==> src/rtl/fetch_pkg.sv <==
// rtl/fetch_pkg.sv - shared widths, defaults and queue entry type for the fetch stage
package fetch_pkg;

    localparam int                    FETCH_XLEN     = 32;
    localparam logic [31:0]           FETCH_NOP      = 32'h0000_0013;
    localparam logic [FETCH_XLEN-1:0] FETCH_RESET_PC = '0;

    typedef struct packed {
        logic [31:0]           instr;
        logic [FETCH_XLEN-1:0] pc;
    } fetch_entry_t;

    function automatic logic [FETCH_XLEN-1:0] word_align(input logic [FETCH_XLEN-1:0] addr);
        return {addr[FETCH_XLEN-1:2], 2'b00};
    endfunction

endpackage

==> src/rtl/instr_queue.sv <==
// rtl/instr_queue.sv - small synchronous FIFO of fetched instruction/pc pairs
module instr_queue
    import fetch_pkg::*;
#(
    parameter int QDEPTH = 2
) (
    input  logic                       clk,
    input  logic                       rst_n,
    input  logic                       push_i,
    input  fetch_entry_t               data_i,
    input  logic                       pop_i,
    input  logic                       flush_i,
    output logic [$clog2(QDEPTH):0]    count_o,
    output logic                       full_o,
    output logic                       empty_o,
    output fetch_entry_t               head_o
);

    localparam int PW = $clog2(QDEPTH);

    logic [PW-1:0] wr_ptr_q, wr_ptr_d;
    logic [PW-1:0] rd_ptr_q, rd_ptr_d;
    logic [PW:0]   count_q, count_d;
    fetch_entry_t  mem_q [QDEPTH];
    logic          do_push, do_pop;

    function automatic logic [PW-1:0] ptr_next(input logic [PW-1:0] p);
        return PW'((32'(p) + 32'd1) % 32'(QDEPTH));
    endfunction

    assign empty_o = (count_q == '0);
    assign full_o  = (count_q == (PW+1)'(QDEPTH));
    assign do_pop  = pop_i && !empty_o;
    // A full queue may still accept a push when the head leaves in the same cycle.
    assign do_push = push_i && (!full_o || do_pop);

    always_comb begin
        wr_ptr_d = wr_ptr_q;
        rd_ptr_d = rd_ptr_q;
        count_d  = count_q;
        if (flush_i) begin
            wr_ptr_d = '0;
            rd_ptr_d = '0;
            count_d  = '0;
        end else begin
            if (do_push) wr_ptr_d = ptr_next(wr_ptr_q);
            if (do_pop)  rd_ptr_d = ptr_next(rd_ptr_q);
            count_d = count_q + (PW+1)'(do_push) - (PW+1)'(do_pop);
        end
    end

    always_ff @(posedge clk or negedge rst_n) begin
        if (!rst_n) begin
            wr_ptr_q <= '0;
            rd_ptr_q <= '0;
            count_q  <= '0;
        end else begin
            wr_ptr_q <= wr_ptr_d;
            rd_ptr_q <= rd_ptr_d;
            count_q  <= count_d;
        end
    end

    always_ff @(posedge clk) begin
        if (do_push && !flush_i) mem_q[wr_ptr_q] <= data_i;
    end

    assign count_o = count_q;
    assign head_o  = mem_q[rd_ptr_q];

endmodule

==> src/rtl/instr_fetch_unit.sv <==
// rtl/instr_fetch_unit.sv - PC owner, IROM read issue and instruction queue feeding control
module instr_fetch_unit
    import fetch_pkg::*;
#(
    parameter int              XLEN      = FETCH_XLEN,
    parameter logic [XLEN-1:0] RESET_PC  = FETCH_RESET_PC,
    parameter int              QDEPTH    = 2,
    parameter logic [31:0]     NOP_INSTR = FETCH_NOP
) (
    input  logic            clk,
    input  logic            rst_n,
    input  logic            setup,
    input  logic            load_first_addr,
    input  logic [XLEN-1:0] first_addr,
    input  logic            br_taken,
    input  logic [XLEN-1:0] br_target,
    input  logic            stall,
    output logic            irom_read_en,
    output logic [XLEN-1:0] irom_addr,
    input  logic [31:0]     irom_rdata,
    output logic [31:0]     instr_out,
    output logic [XLEN-1:0] instr_pc,
    output logic            instr_valid,
    output logic            misalign_err
);

    localparam int CW = $clog2(QDEPTH) + 1;

    logic [XLEN-1:0] pc_q, pc_d;
    logic [XLEN-1:0] inflight_pc_q, inflight_pc_d;
    logic            epoch_q, epoch_d;
    logic            inflight_q, inflight_d;
    logic            inflight_epoch_q, inflight_epoch_d;
    logic            misalign_q, misalign_d;

    logic [CW-1:0]   q_count;
    logic            q_full, q_empty;
    fetch_entry_t    q_head, push_entry;

    logic            flush, do_load, do_branch;
    logic            live_resp, push, pop, issue;
    logic [CW:0]     occupancy;

    assign do_load   = !setup && load_first_addr;
    assign do_branch = !setup && !load_first_addr && br_taken;
    assign flush     = setup || load_first_addr || br_taken;

    // Responses issued under an older epoch belong to a path that was redirected away.
    assign live_resp = inflight_q && (inflight_epoch_q == epoch_q);
    assign push      = live_resp && !flush;

    assign instr_valid = !q_empty && !setup;
    assign pop         = instr_valid && !stall;

    // Count the response landing this cycle so a stalled queue can never overflow.
    assign occupancy = (CW+1)'(q_count) + (CW+1)'(live_resp) - (CW+1)'(pop);
    assign issue     = rst_n && !flush && !(q_full && !pop)
                       && (occupancy < (CW+1)'(QDEPTH));

    always_comb begin
        pc_d             = pc_q;
        epoch_d          = epoch_q;
        misalign_d       = 1'b0;
        inflight_d       = issue;
        inflight_epoch_d = epoch_q;
        inflight_pc_d    = pc_q;
        if (do_load) begin
            pc_d       = {first_addr[XLEN-1:2], 2'b00};
            misalign_d = (first_addr[1:0] != 2'b00);
        end else if (do_branch) begin
            pc_d       = {br_target[XLEN-1:2], 2'b00};
            misalign_d = (br_target[1:0] != 2'b00);
        end else if (issue) begin
            pc_d = pc_q + XLEN'(4);
        end
        if (flush) epoch_d = !epoch_q;
    end

    always_ff @(posedge clk or negedge rst_n) begin
        if (!rst_n) begin
            pc_q             <= RESET_PC;
            epoch_q          <= 1'b0;
            inflight_q       <= 1'b0;
            inflight_epoch_q <= 1'b0;
            inflight_pc_q    <= RESET_PC;
            misalign_q       <= 1'b0;
        end else begin
            pc_q             <= pc_d;
            epoch_q          <= epoch_d;
            inflight_q       <= inflight_d;
            inflight_epoch_q <= inflight_epoch_d;
            inflight_pc_q    <= inflight_pc_d;
            misalign_q       <= misalign_d;
        end
    end

    assign push_entry = '{instr: irom_rdata, pc: inflight_pc_q};

    instr_queue #(
        .QDEPTH (QDEPTH)
    ) u_queue (
        .clk     (clk),
        .rst_n   (rst_n),
        .push_i  (push),
        .data_i  (push_entry),
        .pop_i   (pop),
        .flush_i (flush),
        .count_o (q_count),
        .full_o  (q_full),
        .empty_o (q_empty),
        .head_o  (q_head)
    );

    assign irom_read_en = issue;
    assign irom_addr    = pc_q;
    assign instr_out    = instr_valid ? q_head.instr : NOP_INSTR;
    assign instr_pc     = instr_valid ? q_head.pc : RESET_PC;
    assign misalign_err = misalign_q;

endmodule

==> config.mk <==
export PLATFORM = sky130hd
export DESIGN_NAME = instr_fetch_unit
export DESIGN_NICKNAME = d
export VERILOG_FILES = /design/src/rtl/fetch_pkg.sv /design/src/rtl/instr_queue.sv /design/src/rtl/instr_fetch_unit.sv
export SDC_FILE = /design/constraint.sdc
export NUM_CORES = 1
export LEC_CHECK = 0
export CORE_UTILIZATION = 45
export DETAILED_ROUTE_END_ITERATION = 12
export HOLD_SLACK_MARGIN = 0.02
export PLACE_DENSITY_LB_ADDON = 0.25
export SYNTH_ARGS = -nofsm -noshare
export SYNTH_HDL_FRONTEND = slang
export SYNTH_SLANG_ARGS = --single-unit
export TNS_END_PERCENT = 100
==> constraint.sdc <==
create_clock -name clk -period 4.45 [get_ports clk]
set_clock_uncertainty 0.2 [all_clocks]
set_input_delay 0.89 -clock clk [delete_from_list [all_inputs] [get_ports clk]]
set_output_delay 0.89 -clock clk [all_outputs]
set_load 0.02 [all_outputs]
Word-level counts from Yosys, hierarchy flattened
Memories as Yosys holds them, arrays and structs flattened. Cells that the tools add are included.

Add/sub/neg operators: 7. Multiply operators: 0. Divide/modulo/power cells: 0. $lt $le $gt $ge: 1. Eq/ne operators: 2. Shift-type cells: 0. Multiplexer cells: 14. Bitwise logic cells: 0. Reduce and logical (&&, ||, !) cells: 32.

Operator list (count): 2-to-1 mux 32 bit (5); adder 32 x 3 -> 32 bit (second input constant) (1); logical AND 1 bit (14); logical NOT 1 bit (9); 2-to-1 mux 1 bit (8); nonzero test 2 bit (4); adder 2 x 1 -> 3 bit (1); logical OR 1 bit (3); less-than comparator 3 x 2 -> 1 bit (second input constant) (1); nonzero test 3 bit (1); subtractor 3 x 1 -> 3 bit (1); adder 1 bit (second input constant) (2); adder 2 x 1 -> 2 bit (1); equality test 2 bit (second input constant) (1); logical NOT 2 bit (1); 2-to-1 mux 2 bit (1); subtractor 2 x 1 -> 2 bit (1); equality test 1 bit (1).

Register bits: 72. Latch bits: 0. Memory bits (writable): 128. Bits in read-only memories: 0. Input bits: 102. Word-level logic and storage cells: 66. Memories: 1.

Memory list: u_queue.mem_q (words 2, bits a word 64, read ports 1, clocked after Yosys merged registers in 0, write ports 1, line instr_queue.sv:24) `fetch_entry_t mem_q [QDEPTH];`.

Logic depth before layout (Yosys ltp)
Gate-level depths: netlist of the first run.

Depth after elaboration: 12. Gate-level depth with buffers: 15. Depth with buffers taken out: 12.

By module
Synthesis of the first run repeated with hierarchy kept, for this count alone.

Cells, all modules: 631. Area, all modules: 8504.4 sq um.

Modules (own cells, without submodules): instr_queue (times used 1, cells an instance 228, area an instance 4883.4 sq um); instr_fetch_unit (times used 1, cells an instance 403, area an instance 3621.0 sq um).

Worst setup path after synthesis of the first run
Ideal clock, no wire load.

Path kind: input port to flip-flop. Start point: input port br_taken. End point: memory u_queue.mem_q[0][10] in the netlist's numbering, enable pin. Setup time: 482 ps. Arrival: 4019 ps. Required time: 3768 ps. Slack: -251 ps. Stages: 3. Path buffers: 0. Path through: nor3_2 > o2111ai_1 > nor2_1.

Longest elaborated chain between the ends: 7.

Ends and longest elaborated chain: from (decl) (line instr_fetch_unit.sv:15) `input logic br_taken,`; logical OR 1 bit (*) (line instr_fetch_unit.sv:46) `assign flush = setup || load_first_addr || br_taken;`; logical NOT 1 bit (*) (line instr_queue.sv:65, instr_fetch_unit.sv:50); logical AND 1 bit (line instr_fetch_unit.sv:50) `assign push = live_resp && !flush;`; logical AND 1 bit (line instr_queue.sv:35) `assign do_push = push_i && (!full_o || do_pop);`; logical AND 1 bit (*) (line instr_queue.sv:65) `if (do_push && !flush_i) mem_q[wr_ptr_q] <= data_i;`; 2-to-1 mux 1 bit (*) (line instr_queue.sv:65); 2-to-1 mux 1 bit (not written as such) (*) (line instr_queue.sv:65); to (decl) (line instr_queue.sv:24).

Every way passes the cells marked *; elsewhere a longest branch is shown, timed or not.

Final worst setup path of the first run
Start point: input port setup. End point: output port irom_read_en.

Longest elaborated chain between the ends: 8. Elaborated cells between the ends (all ways): 14. Classes of those cells: add/sub (1); order compare (1); reduce/logical (12).

Ends and longest elaborated chain: from (decl) (line instr_fetch_unit.sv:12) `input logic setup,`; branches (longest 7 deep; another with subtractor 3 x 1 -> 3 bit); logical AND 1 bit (*) (line instr_fetch_unit.sv:58) `&& (occupancy < (CW+1)'(QDEPTH));`; to (decl) (line instr_fetch_unit.sv:18) `output logic irom_read_en,`.

Every way passes the cells marked *.

==> results.yml, run 1 <==
status:
  outcome: "complete, no violations"
yosys:
  synth_edf_count: 124
  yosysTopAreaCell: "edfxtp_1"
  synth.area.top_cells: "edfxtp_1 46%, dfrtp_1 21%, mux2i_1 8.1%, nor2_1 4.6%, a21oi_1 1.6%"
  avgSynthCellArea_um2: 13.1
  ys_ff_latch: 192
  ys_seq_area_share_pct: 67.4
  synth.cell_area_mm2: 0.00806
  synth.lib_cells_used.distinct: 57
  async_flop_share_pct: 35.4
  synth_flop_cell: "edfxtp_1"
  synth_top_area_share_pct: 46.2
  yosysWarningCount: 0
  postSynthCellCount: 615
die:
  initial_core_util_pct: 46.3
  num_rows: 48
  die_x_um: 136
  chipHeight_um: 136
  io-pin-count: 201
  die_area_mm2: 0.0184
  core_area_mm2: 0.0174
route:
  vias: 5614
  drt-initial-drc-count: 526
  wl_per_cell_um: 17.9
  finalWirelength_mm: 18.8
  first_pass_iters: 9
  vias_per_cell: 5.34
  remaining_drc_errors: 0
  detail-route-antenna-nets: 0
pwr:
  p_per_area_mw_per_mm2: 388
  power.total_mw: 4.23
  max-vdd-ir-drop_uv: 294
  p_leak_nw: 3.79
cts:
  cts-buffers-inserted: 17
  cts_max_level: 4
  clk_pin_slew_ps: 70
  clkSinkCount: 192
  cts_buffer_depth: 2
  cts_setup_buffers: 0
  root_buffer: "clkbuf_16"
  cts_tree: "built"
  insertion_delay_ps: 420
  hold_buffers: 0
global_route:
  grt.total_usage_pct: 21.5
  grt_pass1_wl_mm: 29.7
  met1_usage_pct: 27.8
  grt_pass1_vias: 5604
  met3_usage_pct: 4.94
  top_usage_layer: "met2"
  antenna_found_initial: 0
  use_met2_pct: 35.1
  grt_overflow: 0
  grt_start_max_net_pins: 69
worst_setup_path:
  path_max_fanout: 2
  reg2reg_slack_ps: 1010
  critPathLaunchType: "input pin"
  arrival_ps: 3180
  endpoint_kind: "primary output"
  worstSetupPathType: "input pin to primary output"
  worstPathRequired_ps: 3360
timing:
  slew-limit-headroom_pct: 41.1
  max_freq_mhz: 234
  rsz0062_at_grt: "no"
  final_hold_viol_count: 0
  setup_viol: 0
  fin_crit_sh_pct: 96.1
  period_needed_ps: 4270
  maxSlewViolCount: 0
  worstMarginPinSlew_ps: 884
  worst_hold_slack_ps: 240
cells_and_area:
  fill_cells: 1340
  antennaDiodeCount: 0
  multi_input_area_mm2: 0.00247
  syn2layout_area_growth_pct: 35.2
  nets: 920
  seqCellArea_mm2: 0.00543
  fin_util_pct: 62.5
  layout-drive-gt1-share_pct: 7.26
min_path:
  hp-class: "register to register"
placement:
  dp_hpwl_mm: 12.8
  gp_congestion: 0.874
  portBuffers: 196
job:
  drv_cap: 0
-- area by class of cell --
class | instances | area share [%]
flip-flops and latches | 192 | 49.8
multi-input cells | 383 | 22.7
repair buffers | 213 | 19.5
clock buffers | 23 | 4.49
well taps | 225 | 2.58
clock inverters | 9 | 0.724
inverters | 6 | 0.207
-- power breakdown --
group          switching (mW)  internal (mW)
logic                   0.266          0.285
registers               0.174           2.05
clock network           0.620          0.833
total                    1.06           3.17
-- timing repair --
| action | CTS | global route |
|---|---|---|
| gates resized for setup | 2 | 2 |
| endpoints found under the hold margin | 0 | 0 |
| endpoints found under the setup margin | 1 | 1 |
| pin swaps | 0 | 0 |
-- placed cells by master (no fill, tap or decap), drive strengths merged, types with 5 or more instances in the layout --
cell / n
a21oi: 26
a222oi: 6
a22oi: 7
a31oi: 8
buf: 19
clkbuf: 23
clkdlybuf4s50: 194
dfrtp: 68
edfxtp: 124
inv: 9
mux2i: 65
nand2: 29
nand3: 18
nand4: 12
nor2: 99
nor3: 9
o211ai: 5
o21ai: 22
xnor2: 10
xor2: 7
-- routing by layer --
layer	vias up	wire length, um	part of all wire (%)
li1	2658	-	-
met5	-	0	0
met1	2681	7830	42
met3	26	1430	7.6
met2	249	9170	49
met4	0	350	1.9
-- logic make-up (layout without fill, tap and decap cells) --
logic type	after synthesis	in the layout	share of synthesized area [%]
AND/OR/NAND/NOR	194	194	11.6
XOR/XNOR	17	17	1.85
AO/OA/AOI/OAI	98	98	7.92
multiplexers	65	65	8.08
flip-flops	192	192	67.4
buffers and inverters	43	251	2.30
adder cells (fa/ha/maj)	5	5	0.870
other	1	4	0.0466
-- cell usage after synthesis (3+ instances only) --
cell and n:
nand4_1 10, a222oi_1 6, ha_1 4, xnor2_1 10, a31oi_1 8, edfxtp_1 124
mux2i_1 65, nand3b_1 4, o22a_1 4, xor2_1 7, o21ai_0 22, nor2_1 99
clkbuf_1 20, nand2b_1 3, a211oi_1 4, o211ai_1 5, a22oi_1 7, a21oi_1 26
buf_2 6, buf_1 6, buf_4 4, inv_1 6, nor3_1 8, and2_1 3
nand3_1 17, dfrtp_1 68, nand2_1 29, and3_1 4
-- final timing paths --
check                                        startpoint                            to  depth (start not counted)
min in group asynchronous                         rst_n        misalign_err$_DFF_PN0_                          2
setup reg to reg           u_queue.count_o[1]$_DFF_PN0_     irom_addr[28]$_DFFE_PN0P_                         14
hold / removal                      epoch_q$_DFFE_PN0P_    inflight_epoch_q$_DFF_PN0_                          0
hold reg to reg                     epoch_q$_DFFE_PN0P_    inflight_epoch_q$_DFF_PN0_                          0
max in group asynchronous                         rst_n  u_queue.rd_ptr_q$_DFFE_PN0P_                          2
setup / recovery                                  setup                  irom_read_en                         10
-- sequential cells by signal, summed over array words and instances, names as in the netlist --
| name | flops |
|---|---|
| u_queue.wr_ptr_q | 1 |
| misalign_err | 1 |
| u_queue.mem_q | 124 |
| inflight_q | 1 |
| u_queue.count_o | 2 |
| inflight_pc_q | 30 |
| inflight_epoch_q | 1 |
| u_queue.rd_ptr_q | 1 |
| irom_addr | 30 |
| epoch_q | 1 |
-- through the flow --
stage | cells | area [um^2] | setup TNS (ps) | setup slack [ps]
floorplan | 618 | 8070 | 0 | 78.8
global placement | 1019 | 10300 | -254 | -254
detailed placement | 1019 | 10300 | -269 | -269
CTS | 1051 | 10900 | 0 | 5.12
global route | 1051 | 10900 | 0 | 6.15
finish | 1051 | 10900 | 0 | 175
-- critical path: stages --
cell and delay (ps):
clkdlybuf4s50_1 420, or2_2 310, nor2_1 110, ha_1 240, nand3b_1 170, fa_1 490
and2_0 120, o2111ai_1 140, inv_1 120, buf_2 170
Power figures use the tool's default switching activity.
==> inputs of run 2 (changes only) <==
==> constraint.sdc (replaced) <==
create_clock -name clk -period 4.75 [get_ports clk]
set_clock_uncertainty 0.2 [all_clocks]
set_input_delay 0.95 -clock clk [delete_from_list [all_inputs] [get_ports clk]]
set_output_delay 0.95 -clock clk [all_outputs]
set_load 0.02 [all_outputs]
==> results.yml, run 2 (same netlist as run 1, synthesis figures left out) <==
worst_setup_path:
  max_stage_delay_ps: 490
  worstPathRequired_ps: 3600
  crit_path_end: "irom_read_en"
  worstSetupPathType: "input pin to primary output"
  arrival_ps: 3410
  timing.rr.start: "u_queue.count_o[1]$_DFF_PN0_"
  path_buf_inv: 3
  cp.depth: 10
  r2r_end: "irom_addr[26]$_DFFE_PN0P_"
  cp_top_family: "buffers and inverters"
  endpoint_kind: "primary output"
  critPathLaunchType: "input pin"
  reg2reg_depth: 14
  critPathLaunch: "setup"
  reg2reg_slack_ps: 1270
  path_cells: "clkdlybuf4s50_1 -> or2_2 -> nor2_1 -> ha_1 -> nand3b_1 -> fa_1 -> and2_0 -> o2111ai_1 -> inv_1 -> dlygate4sd2_1"
  path_max_fanout: 2
  slowest_stage: "fa_1"
die:
  initial_core_util_pct: 46.3
  core_area_mm2: 0.0174
  die_x_um: 136
  chipHeight_um: 136
  die_area_mm2: 0.0184
  io-pin-count: 201
  num_rows: 48
timing:
  fin_crit_sh_pct: 96.1
  slew-limit-headroom_pct: 54.5
  fin_tns_setup_ps: 0
  worstMarginPinSlew_ps: 682
  rsz0062_at_grt: "no"
  setup_viol: 0
  maxSlewViolCount: 0
  final_hold_viol_count: 0
  period_needed_ps: 4560
  max_freq_mhz: 219
cts:
  insertion_delay_ps: 420
  clk_pin_slew_ps: 70
  cts-buffers-inserted: 17
  root_buffer: "clkbuf_16"
  cts_buffer_depth: 2
  cts_max_level: 4
  cts_setup_buffers: 0
  cts_tree: "built"
  clkSinkCount: 192
pwr:
  power.total_mw: 3.88
  p_sw_mw: 1.01
  p_clk_share_pct: 32.9
  switching_share_pct: 26.0
  p_comb_share_pct: 13.4
  p_per_area_mw_per_mm2: 358
  p_leak_nw: 3.76
  pwr-share-seq_pct: 53.8
  max-vdd-ir-drop_uv: 274
  intPower_mw: 2.87
status:
  outcome: "complete, no violations"
route:
  finalWirelength_mm: 18.9
  vias_per_cell: 5.46
  first_pass_iters: 5
  detail-route-antenna-nets: 0
  drt-initial-drc-count: 462
  vias: 5728
  remaining_drc_errors: 0
  wl_per_cell_um: 18.1
global_route:
  grt_pass1_vias: 5731
  grt_pass1_wl_mm: 29.4
  antenna_found_initial: 0
  grt_overflow: 0
  grt_start_max_net_pins: 63
  grt.total_usage_pct: 21.1
cells_and_area:
  nets: 918
  final_cell_mix: "194 x clkdlybuf4s50_1, 124 x edfxtp_1, 98 x nor2_1, 67 x dfrtp_1, 65 x mux2i_1"
  largest_reg_flops: 124
  syn2layout_area_growth_pct: 34.5
  layout-drive-gt1-share_pct: 7.04
  layout_commonest_cell: "clkdlybuf4s50_1"
  regMostFlops: "u_queue.mem_q"
  fill_cells: 1344
  antennaDiodeCount: 0
placement:
  gp_congestion: 0.854
  portBuffers: 196
  dp_hpwl_mm: 12.8
min_path:
  hp-class: "input pin to asynchronous set/reset pin"
job:
  drv_cap: 0
-- run 2: cell types whose count changed in the layout (fill, tap and decap cells not counted), sizes merged --
| cell | previous run | this run |
|---|---|---|
| clkinv | 4 | 8 |
| clkbuf | 23 | 19 |
| dlygate4sd2 | 0 | 1 |
| bufinv | 1 | 0 |
| clkinvlp | 1 | 3 |
| inv | 9 | 8 |
| buf | 19 | 16 |
-- run 2: power by group through the flow --
stage / Sequential (mW) / Clock, mW / Combinational [mW]
after CTS: 2.08 / 1.30 / 0.519
after global routing: 2.10 / 1.37 / 0.552
after floorplan: 2.12 / 0 / 0.202
after global placement: 2.11 / 0 / 0.503
after detailed placement: 2.12 / 0 / 0.515
final: 2.09 / 1.28 / 0.518
-- run 2: how the worst min path moves through the flow --
stage | startpoint | endpoint | slack [ps] | cells after the start
finish | rst_n | misalign_err$_DFF_PN0_ | 240 | 1
global placement | inflight_pc_q[25]$_DFF_PN0_ | u_queue.mem_q[0][25]$_DFFE_PP_ | 220 | 0
floorplan | epoch_q$_DFFE_PN0P_ | inflight_epoch_q$_DFF_PN0_ | 210 | 0
CTS | rst_n | misalign_err$_DFF_PN0_ | 240 | 1
detailed placement | inflight_pc_q[25]$_DFF_PN0_ | u_queue.mem_q[1][25]$_DFFE_PP_ | 230 | 0
global route | rst_n | irom_addr[5]$_DFFE_PN0P_ | 250 | 1
-- run 2: layout make-up --
| type | instances | area, um^2 | share of cell area [%] |
|---|---|---|---|
| timing repair buffer | 211 | 2100 | 19.3 |
| inverter | 6 | 22.5 | 0.208 |
| clock buffer | 19 | 443 | 4.09 |
| multi-input combinational | 383 | 2470 | 22.8 |
| sequential | 192 | 5430 | 50.1 |
| tap | 225 | 282 | 2.60 |
| clock inverter | 13 | 90.1 | 0.832 |
-- run 2: routing by layer --
| layer | track usage [%] | vias to the layer above | share of wire [%] |
|---|---|---|---|
| met2 | 34.0 | 251 | 48 |
| met3 | 4.68 | 38 | 7.0 |
| li1 | - | 2665 | - |
| met1 | 27.4 | 2774 | 42 |
| met4 | 9.11 | 0 | 2.3 |
| met5 | 0 | - | 0 |
-- run 2: through the flow --
step,instances,setup WS [ps],cell area (um^2),hold slack [ps],utilization [%]
after detailed placement,1017,-84.3,10300,228,59.2
after global routing,1049,40.5,10800,249,62.2
after floorplan,618,259,8070,211,-
after CTS,1049,173,10800,236,62.2
final,1049,185,10800,241,62.2
after global placement,1017,-78.3,10300,222,59.2
-- run 2: worst register-to-register path, stage by stage, from the launching register on --
cell       delay [ps]
dfrtp_1           470
nor2_1             60
or2_2             280
nor2_1            100
ha_1              230
nand3b_1          170
fa_1              490
and2_0            130
o2111ai_1         150
inv_1             120
buf_4             220
nor2_1            100
buf_4             230
a222oi_1          300
nand3b_1          110
-- run 2: timing repair --
action,CTS,global route
hold buffers,0,0
setup endpoints to repair,1,0
resized for setup,1,0
